## config.mk

```make
export PLATFORM = sky130hd
export DESIGN_NAME = mult_issue
export DESIGN_NICKNAME = d
export VERILOG_FILES = /design/src/rtl/mult_pkg.sv /design/src/rtl/mult_dest_tracker.sv /design/src/rtl/mult_issue.sv
export SDC_FILE = /design/constraint.sdc
export NUM_CORES = 1
export LEC_CHECK = 0
export BUFFER_PORTS_ARGS = -buffer_cell sky130_fd_sc_hd__buf_4
export CAP_MARGIN = 10
export CORE_MARGIN = 4
export CORE_UTILIZATION = 47
export CTS_CLUSTER_SIZE = 20
export DETAILED_ROUTE_END_ITERATION = 10
export MAX_ROUTING_LAYER = met4
export PLACE_DENSITY = 0.75
export SLEW_MARGIN = 25
export SYNTH_ARGS = -nofsm -noshare
export SYNTH_HDL_FRONTEND = slang
export SYNTH_SLANG_ARGS = --single-unit
export TNS_END_PERCENT = 30
```

## constraint.sdc

```tcl
create_clock -name clock -period 2.41 [get_ports clock]
set_input_delay 0.3615 -clock clock [delete_from_list [all_inputs] [get_ports clock]]
set_output_delay 0.3615 -clock clock [all_outputs]
set_load 0.05 [all_outputs]
```

## src/rtl/mult_pkg.sv

```systemverilog
// Shared types and helpers for the integer multiply pipeline.
// Stage bundles, tracker entry type and sign/magnitude conversion.
package mult_pkg;

  localparam int MUL_DATA_W = 32;
  localparam int MUL_DEPTH  = 3;
  localparam logic [4:0] REG_ZERO = 5'd0;

  typedef struct packed {
    logic       valid;
    logic [4:0] regdest;
  } mult_dest_t;

  typedef struct packed {
    logic                  oper;
    logic [MUL_DATA_W-1:0] rs_mag;
    logic [MUL_DATA_W-1:0] rt_mag;
    logic [4:0]            regdest;
    logic                  ispositive;
    logic                  iszero;
  } m1_m2_t;

  // Most negative value maps onto itself, which is the right
  // unsigned magnitude.
  function automatic logic [MUL_DATA_W-1:0] mag_of(
    input logic [MUL_DATA_W-1:0] value
  );
    if (value[MUL_DATA_W-1])
      return ~value + MUL_DATA_W'(1);
    return value;
  endfunction

endpackage

```

## src/rtl/mult_dest_tracker.sv

```systemverilog
// In-flight destination tracker for the multiply pipeline.
// Shift register of destinations plus decode hazard match.
module mult_dest_tracker
  import mult_pkg::*;
#(
  parameter int DEPTH = MUL_DEPTH,
  parameter int CNT_W = $clog2(DEPTH + 1)
) (
  input  logic             clock,
  input  logic             reset,
  input  logic             push_valid_i,
  input  logic [4:0]       push_dest_i,
  input  logic [4:0]       rs_addr_i,
  input  logic [4:0]       rt_addr_i,
  output logic             hazard_o,
  output logic [CNT_W-1:0] count_o
);

  mult_dest_t ent_q [DEPTH];
  mult_dest_t ent_d [DEPTH];

  // Shift one slot per cycle; r0 writes never need tracking.
  always_comb begin
    ent_d[0].valid   = push_valid_i
                       && (push_dest_i != REG_ZERO);
    ent_d[0].regdest = push_dest_i;
    for (int i = 1; i < DEPTH; i++)
      ent_d[i] = ent_q[i-1];
  end

  // Entry register; reset clears every slot.
  always_ff @(posedge clock) begin
    if (!reset) begin
      for (int i = 0; i < DEPTH; i++)
        ent_q[i] <= '0;
    end else begin
      for (int i = 0; i < DEPTH; i++)
        ent_q[i] <= ent_d[i];
    end
  end

  // Match decode sources and count live entries.
  always_comb begin
    hazard_o = 1'b0;
    count_o  = '0;
    for (int i = 0; i < DEPTH; i++) begin
      if (ent_q[i].valid) begin
        count_o = count_o + CNT_W'(1);
        if (ent_q[i].regdest == rs_addr_i
            || ent_q[i].regdest == rt_addr_i)
          hazard_o = 1'b1;
      end
    end
  end

endmodule

```

## src/rtl/mult_issue.sv

```systemverilog
// Multiply front stage: sign/magnitude split and zero detect.
// Registers toward stage 2 and flags decode hazards.
module mult_issue
  import mult_pkg::*;
#(
  parameter int DATA_W = MUL_DATA_W,
  parameter int DEPTH  = MUL_DEPTH
) (
  input  logic              clock,
  input  logic              reset,
  input  logic              iss_mul_oper,
  input  logic [DATA_W-1:0] iss_mul_rs_value,
  input  logic [DATA_W-1:0] iss_mul_rt_value,
  input  logic [4:0]        iss_mul_regdest,
  input  logic [4:0]        dec_rs_addr,
  input  logic [4:0]        dec_rt_addr,
  output logic              m1_m2_oper,
  output logic [DATA_W-1:0] m1_m2_rs_mag,
  output logic [DATA_W-1:0] m1_m2_rt_mag,
  output logic [4:0]        m1_m2_regdest,
  output logic              m1_m2_ispositive,
  output logic              m1_m2_iszero,
  output logic              mul_hazard,
  output logic [1:0]        mul_inflight
);

  m1_m2_t stg_q;
  m1_m2_t stg_d;
  logic   zero_c;

  // Build the next stage bundle; idle cycles clear it.
  always_comb begin
    stg_d  = '0;
    zero_c = (iss_mul_rs_value == '0)
             || (iss_mul_rt_value == '0);
    if (iss_mul_oper) begin
      stg_d.oper       = 1'b1;
      stg_d.rs_mag     = mag_of(iss_mul_rs_value);
      stg_d.rt_mag     = mag_of(iss_mul_rt_value);
      stg_d.regdest    = iss_mul_regdest;
      stg_d.iszero     = zero_c;
      stg_d.ispositive = zero_c
        || (iss_mul_rs_value[DATA_W-1]
            == iss_mul_rt_value[DATA_W-1]);
    end
  end

  // M1 stage register with synchronous active-low reset.
  always_ff @(posedge clock) begin
    if (!reset)
      stg_q <= '0;
    else
      stg_q <= stg_d;
  end

  assign m1_m2_oper       = stg_q.oper;
  assign m1_m2_rs_mag     = stg_q.rs_mag;
  assign m1_m2_rt_mag     = stg_q.rt_mag;
  assign m1_m2_regdest    = stg_q.regdest;
  assign m1_m2_ispositive = stg_q.ispositive;
  assign m1_m2_iszero     = stg_q.iszero;

  mult_dest_tracker #(
    .DEPTH (DEPTH),
    .CNT_W (2)
  ) u_trk (
    .clock        (clock),
    .reset        (reset),
    .push_valid_i (iss_mul_oper),
    .push_dest_i  (iss_mul_regdest),
    .rs_addr_i    (dec_rs_addr),
    .rt_addr_i    (dec_rt_addr),
    .hazard_o     (mul_hazard),
    .count_o      (mul_inflight)
  );

endmodule

```

After elaboration in Yosys (flattened, before gate mapping):

Memory sizes are Yosys's and may differ from the RTL's.
Index checks and enable logic that the tools add are counted.

* equal/unequal tests: 7
* multiply operators: 0
* bitwise operators: 5
* muxes and demuxes: 23
* reduce and logical (&&, ||, !) cells: 10
* div/mod/pow operators: 0
* add/sub/neg operators: 4
* shift operators: 0
* $lt $le $gt $ge: 0

Operator list (count)
* two-way mux 32 bit: 4
* two-way mux 72 bit: 1
* adder 32 x 1 -> 32 bit, second input constant: 2
* logical NOT 32 bit: 2
* inverter 32 bit: 2
* equality test 5 bit: 6
* two-way mux 6 bit: 3
* two-way mux 1 bit: 13
* logical OR 1 bit: 5
* nonzero test 5 bit: 1
* two-way mux 2 bit: 2
* OR 1 bit: 3
* adder 1 x 1 -> 2 bit, second input constant: 1
* adder 2 x 1 -> 2 bit, second input constant: 1
* AND reduction 2 bit: 1
* equality test 1 bit: 1
* logical AND 1 bit: 1

* RAM bits: 18
* memory bits (read-only): 0
* latch bits: 0
* register bits: 72
* memories kept: 1

Memories
* u_trk.ent_q: depth 3, bits a word 6, read ports 3, clocked after Yosys merged registers in 0, write ports 3, RTL line mult_dest_tracker.sv:19 `mult_dest_t ent_q [DEPTH];`

Logic depth before layout (Yosys ltp):

An unclocked memory read counts as a cell.

* depth after elaboration: 9
* gate-level depth with buffers: 7
* depth with buffers taken out: 6

Hierarchy:

From an unflattened synthesis, not the netlist that was laid out.

* cells, all modules: 495
* area total of the unflattened synthesis: 4450.5 um^2

By module, submodules not included
* mult_issue: times used 1, cells each 406, area an instance 3563.4 um^2, sequential area each 1441.4 um^2
* mult_dest_tracker: times used 1, cells each 89, area an instance 887.1 um^2, sequential area each 360.3 um^2

Worst setup path after synthesis:

OpenSTA, ideal clock, no wires.

* path type: in2reg
* start: input port iss_mul_rs_value[0]
* end: register stg_q (netlist bit m1_m2_rs_mag[18])
* arrival: 2.011 ns
* setup time: 0.072 ns
* cell stages on the path: 7
* slack: 0.328 ns
* cell sequence: inv_1 > ha_1 > or4b_1 > buf_2 > or3_1 > o31ai_1 > mux2i_1

* word-level cells in the longest chain between the ends: 4

Ends and longest elaborated chain
* start: declaration: RTL line mult_issue.sv:12 `input logic [DATA_W-1:0] iss_mul_rs_value,`
* inverter 32 bit: RTL line mult_pkg.sv:29 `return ~value + MUL_DATA_W'(1);`
* adder 32 x 1 -> 32 bit: RTL line mult_pkg.sv:29
* two-way mux 32 bit: RTL line mult_pkg.sv:28 `if (value[MUL_DATA_W-1])`
* two-way mux 32 bit: RTL line mult_pkg.sv:30 `return value;`
* end signal: assignment: RTL line mult_issue.sv:53 `stg_q <= stg_d;`
* end: declaration: RTL line mult_issue.sv:27 `m1_m2_t stg_q;`

No other way between the ends. The select of a mux whose other input is x is not followed.
A chain may end at the register's enable or synchronous reset.

==> impl_metrics.py <==
metrics = {
    "power_and_ir_drop": {
        "p_per_area_nw_per_um2": 551.7,
        "combinationalPowerShare_pct": 24.6,
        "p_int_mw": 2.291,
        "p_seq_share_pct": 46.6,
        "power_leakage_nw": 2.620,
        "ir_drop_mv": 0.3221,
        "power.switching_mw": 1.127,
        "switching_share_pct": 32.98,
        "clkPwrFrac_pct": 28.8,
    },
    "placed_design": {
        "dp_hpwl_um": 10230,
        "place.gp.congestion": 0.8970,
        "io_buffers": 156,
    },
    "clock_tree": {
        "htreeDepth": 3,
        "worstSkewPairLatency_ns": 0.35,
        "cts_tree": "built",
        "cts_setup_buffers": 0,
        "cts_buffer_depth": 2,
        "holdBufCountCts": 0,
        "cts_inserted_buffers": 9,
        "cts_root_buf": "clkbuf_8",
        "cts_resized": 0,
        "path_clk_slew_ns": 0.10,
        "clkSinkCount": 90,
    },
    "die": {
        "die-area_um2": 11730,
        "start_util_pct": 48.39,
        "core_area_um2": 9774,
        "rows": 36,
        "ioPinCount": 157,
        "dieWidth_um": 108.3,
        "fp.dieH_um": 108.3,
    },
    "grt": {
        "grt_max_degree": 44,
        "antenna_found_initial": 0,
        "grt_overflow": 0,
        "grt_pass1_wl_um": 21200,
        "grt_use_total_pct": 23.20,
        "grt_pass1_vias": 4426,
    },
    "cells_and_area": {
        "post-route-util_pct": 63.39,
        "n_fill_cell": 854,
        "nets": 778,
        "drive_gt1_share_pct": 29.56,
        "antenna_cells": 0,
        "syn2layout_area_growth_pct": 31.01,
    },
    "yosys": {
        "synth-xor-area-share_pct": 9.630,
        "synth_fa_ha_area_share_pct": 1.058,
        "ys_seq_area_share_pct": 38.10,
        "ys_ff_latch": 90,
        "synth_area_leader_cell": "dfxtp_1",
        "synthMuxAreaShare_pct": 5.503,
        "syn_inst": 547,
        "synth_top_family_by_area": "simple AND/OR/NAND/NOR gates",
        "synth_top_area_share_pct": 38.10,
        "yosys_warnings": 0,
        "synth_cell_types": 49,
        "synth-async-reset-ratio_pct": 0,
        "synth_area_um2": 4730,
        "synth_edf_count": 0,
        "syn_nets": 633,
        "avgSynthCellArea_um2": 8.646,
        "ys_top_cells_by_area": "dfxtp_1, xnor2_1, mux2i_1",
        "synthFlopType": "dfxtp_1",
        "synthSimpleGateAreaFrac_pct": 28.70,
        "yosysMostFrequentCell": "dfxtp_1",
        "synth_common_cells": "dfxtp_1, nor2_1, nand2_1",
        "synth_compound_area_share_pct": 12.86,
    },
    "critical_path": {
        "rrSetupSlack_ns": 1.79,
        "worst-setup-path-type": "reg2out",
        "required_ns": 2.05,
        "rr_startpoint": "u_trk.ent_q[0][8]",
        "worstReg2RegEnd": "u_trk.ent_q[0][14]",
        "end_kind": "primary output",
        "startpoint_type": "register",
        "arrival_ns": 1.70,
        "cp_max_fo": 3,
        "reg2reg_depth": 1,
    },
    "run": {
        "drv_cap": 0,
    },
    "status": {
        "status": "complete, no violations",
    },
    "timing": {
        "clock_skew_ns": 0.01231,
        "fmax_mhz": 485.2,
        "worstMarginPinSlew_ns": 0.6871,
        "setup_tns_ns": 0,
        "finalCritPeriodShare_pct": 85.52,
        "hold_slack_ns": 0.2572,
        "slew_viol_final": 0,
        "final-setup-viol-count": 0,
        "slew-limit-headroom_pct": 54.14,
        "rsz0062_at_grt": "false",
        "finalCriticalPeriod_ns": 2.061,
        "hold_viol_final": 0,
    },
    "drt": {
        "ant_nets": 0,
        "drt_iter0_drc": 225,
        "drt-total-wl_um": 13330,
        "dr.pass1.iters": 5,
        "wire_per_inst_um": 16.07,
        "drc": 0,
        "vias_per_cell": 5.525,
        "vias": 4586,
    },
    "worst_hold_path": {
        "min_from": "iss_mul_regdest[0]",
        "hold_depth": 2,
        "min_to": "u_trk.ent_q[0][0]",
        "hp-class": "in2reg",
    },
}
[cell type report]
| type | count | area (µm²) | share of cell area [%] |
|---|---|---|---|
| Multi-Input combinational cell | 410 | 2731 | 44.08 |
| Sequential cell | 90 | 1802 | 29.08 |
| Timing Repair Buffer | 168 | 1261 | 20.36 |
| Tap cell | 133 | 166.4 | 2.686 |
| Clock buffer | 10 | 137.6 | 2.221 |
| Clock inverter | 6 | 48.80 | 0.7876 |
| Inverter | 13 | 48.80 | 0.7876 |
[cells by family after synthesis]
logic type / Yosys count
AOI/OAI and AO/OA: 83
xor gates and xnor gates: 52
adders and majority gates: 4
buffers and inverters: 47
DFF: 90
muxes: 26
and+or+nand+nor: 245
[layout by cell type, fill, tap and decap left out, drive strengths merged, types with 17 or more instances in the layout]
cell	netlist	final
and2	17	17
buf	8	168
dfxtp	90	90
mux2i	26	26
nand2	38	38
nand2b	23	23
nand3	21	21
nor2	44	44
nor4	21	21
or3	17	17
xnor2	35	35
xor2	17	17
[power by group through the flow]
stage	combinational (mW)	sequential [mW]	clock (mW)
finish	0.839	1.59	0.986
global route	0.897	1.60	1.07
CTS	0.840	1.59	1.00
detailed placement	0.838	1.63	0
global placement	0.824	1.63	0
floorplan	0.290	1.84	0
[registers in the layout, indices dropped and copies added, names as in the netlist]
name and flops:
u_trk.ent_q 18, m1_m2_ispositive 1, m1_m2_regdest 5, m1_m2_rs_mag 32, m1_m2_rt_mag 32, m1_m2_iszero 1
m1_m2_oper 1
[critical path, stage by stage (launching register included)]
cell     delay, ns
dfxtp_1       0.39
xnor2_1       0.15
nand4_1       0.17
o32ai_1       0.31
a211o_1       0.14
buf_4         0.19
[how the worst max path moves through the flow]
stage,depth (start not counted),from,endpoint
final,5,u_trk.ent_q[0][8],mul_hazard
after global routing,5,u_trk.ent_q[0][8],mul_hazard
after CTS,5,u_trk.ent_q[0][8],mul_hazard
after detailed placement,7,iss_mul_rs_value[0],m1_m2_rs_mag[18]
after global placement,7,iss_mul_rs_value[0],m1_m2_rs_mag[18]
after floorplan,7,iss_mul_rs_value[0],m1_m2_rs_mag[18]
[stage by stage]
stage               total power [mW]  worst slack [ns]  instance area [µm²]  std cells
floorplan                      2.128            0.3276                 4730        547
global placement               2.450            0.1038                 6010        814
detailed placement             2.465           0.03783                 6010        814
CTS                            3.438            0.3265                 6196        830
global route                   3.563            0.2175                 6196        830
finish                         3.418            0.3491                 6196        830
[metal layers]
metal | vias to the layer above | track usage, % | wire, µm
met5 | - | - | 0
met4 | 0 | 6.853 | 188
met3 | 18 | 4.239 | 817
met2 | 176 | 37.43 | 6397
met1 | 2136 | 29.79 | 5930
li1 | 2256 | - | -
No activity file was read; power rests on OpenSTA's default activity.
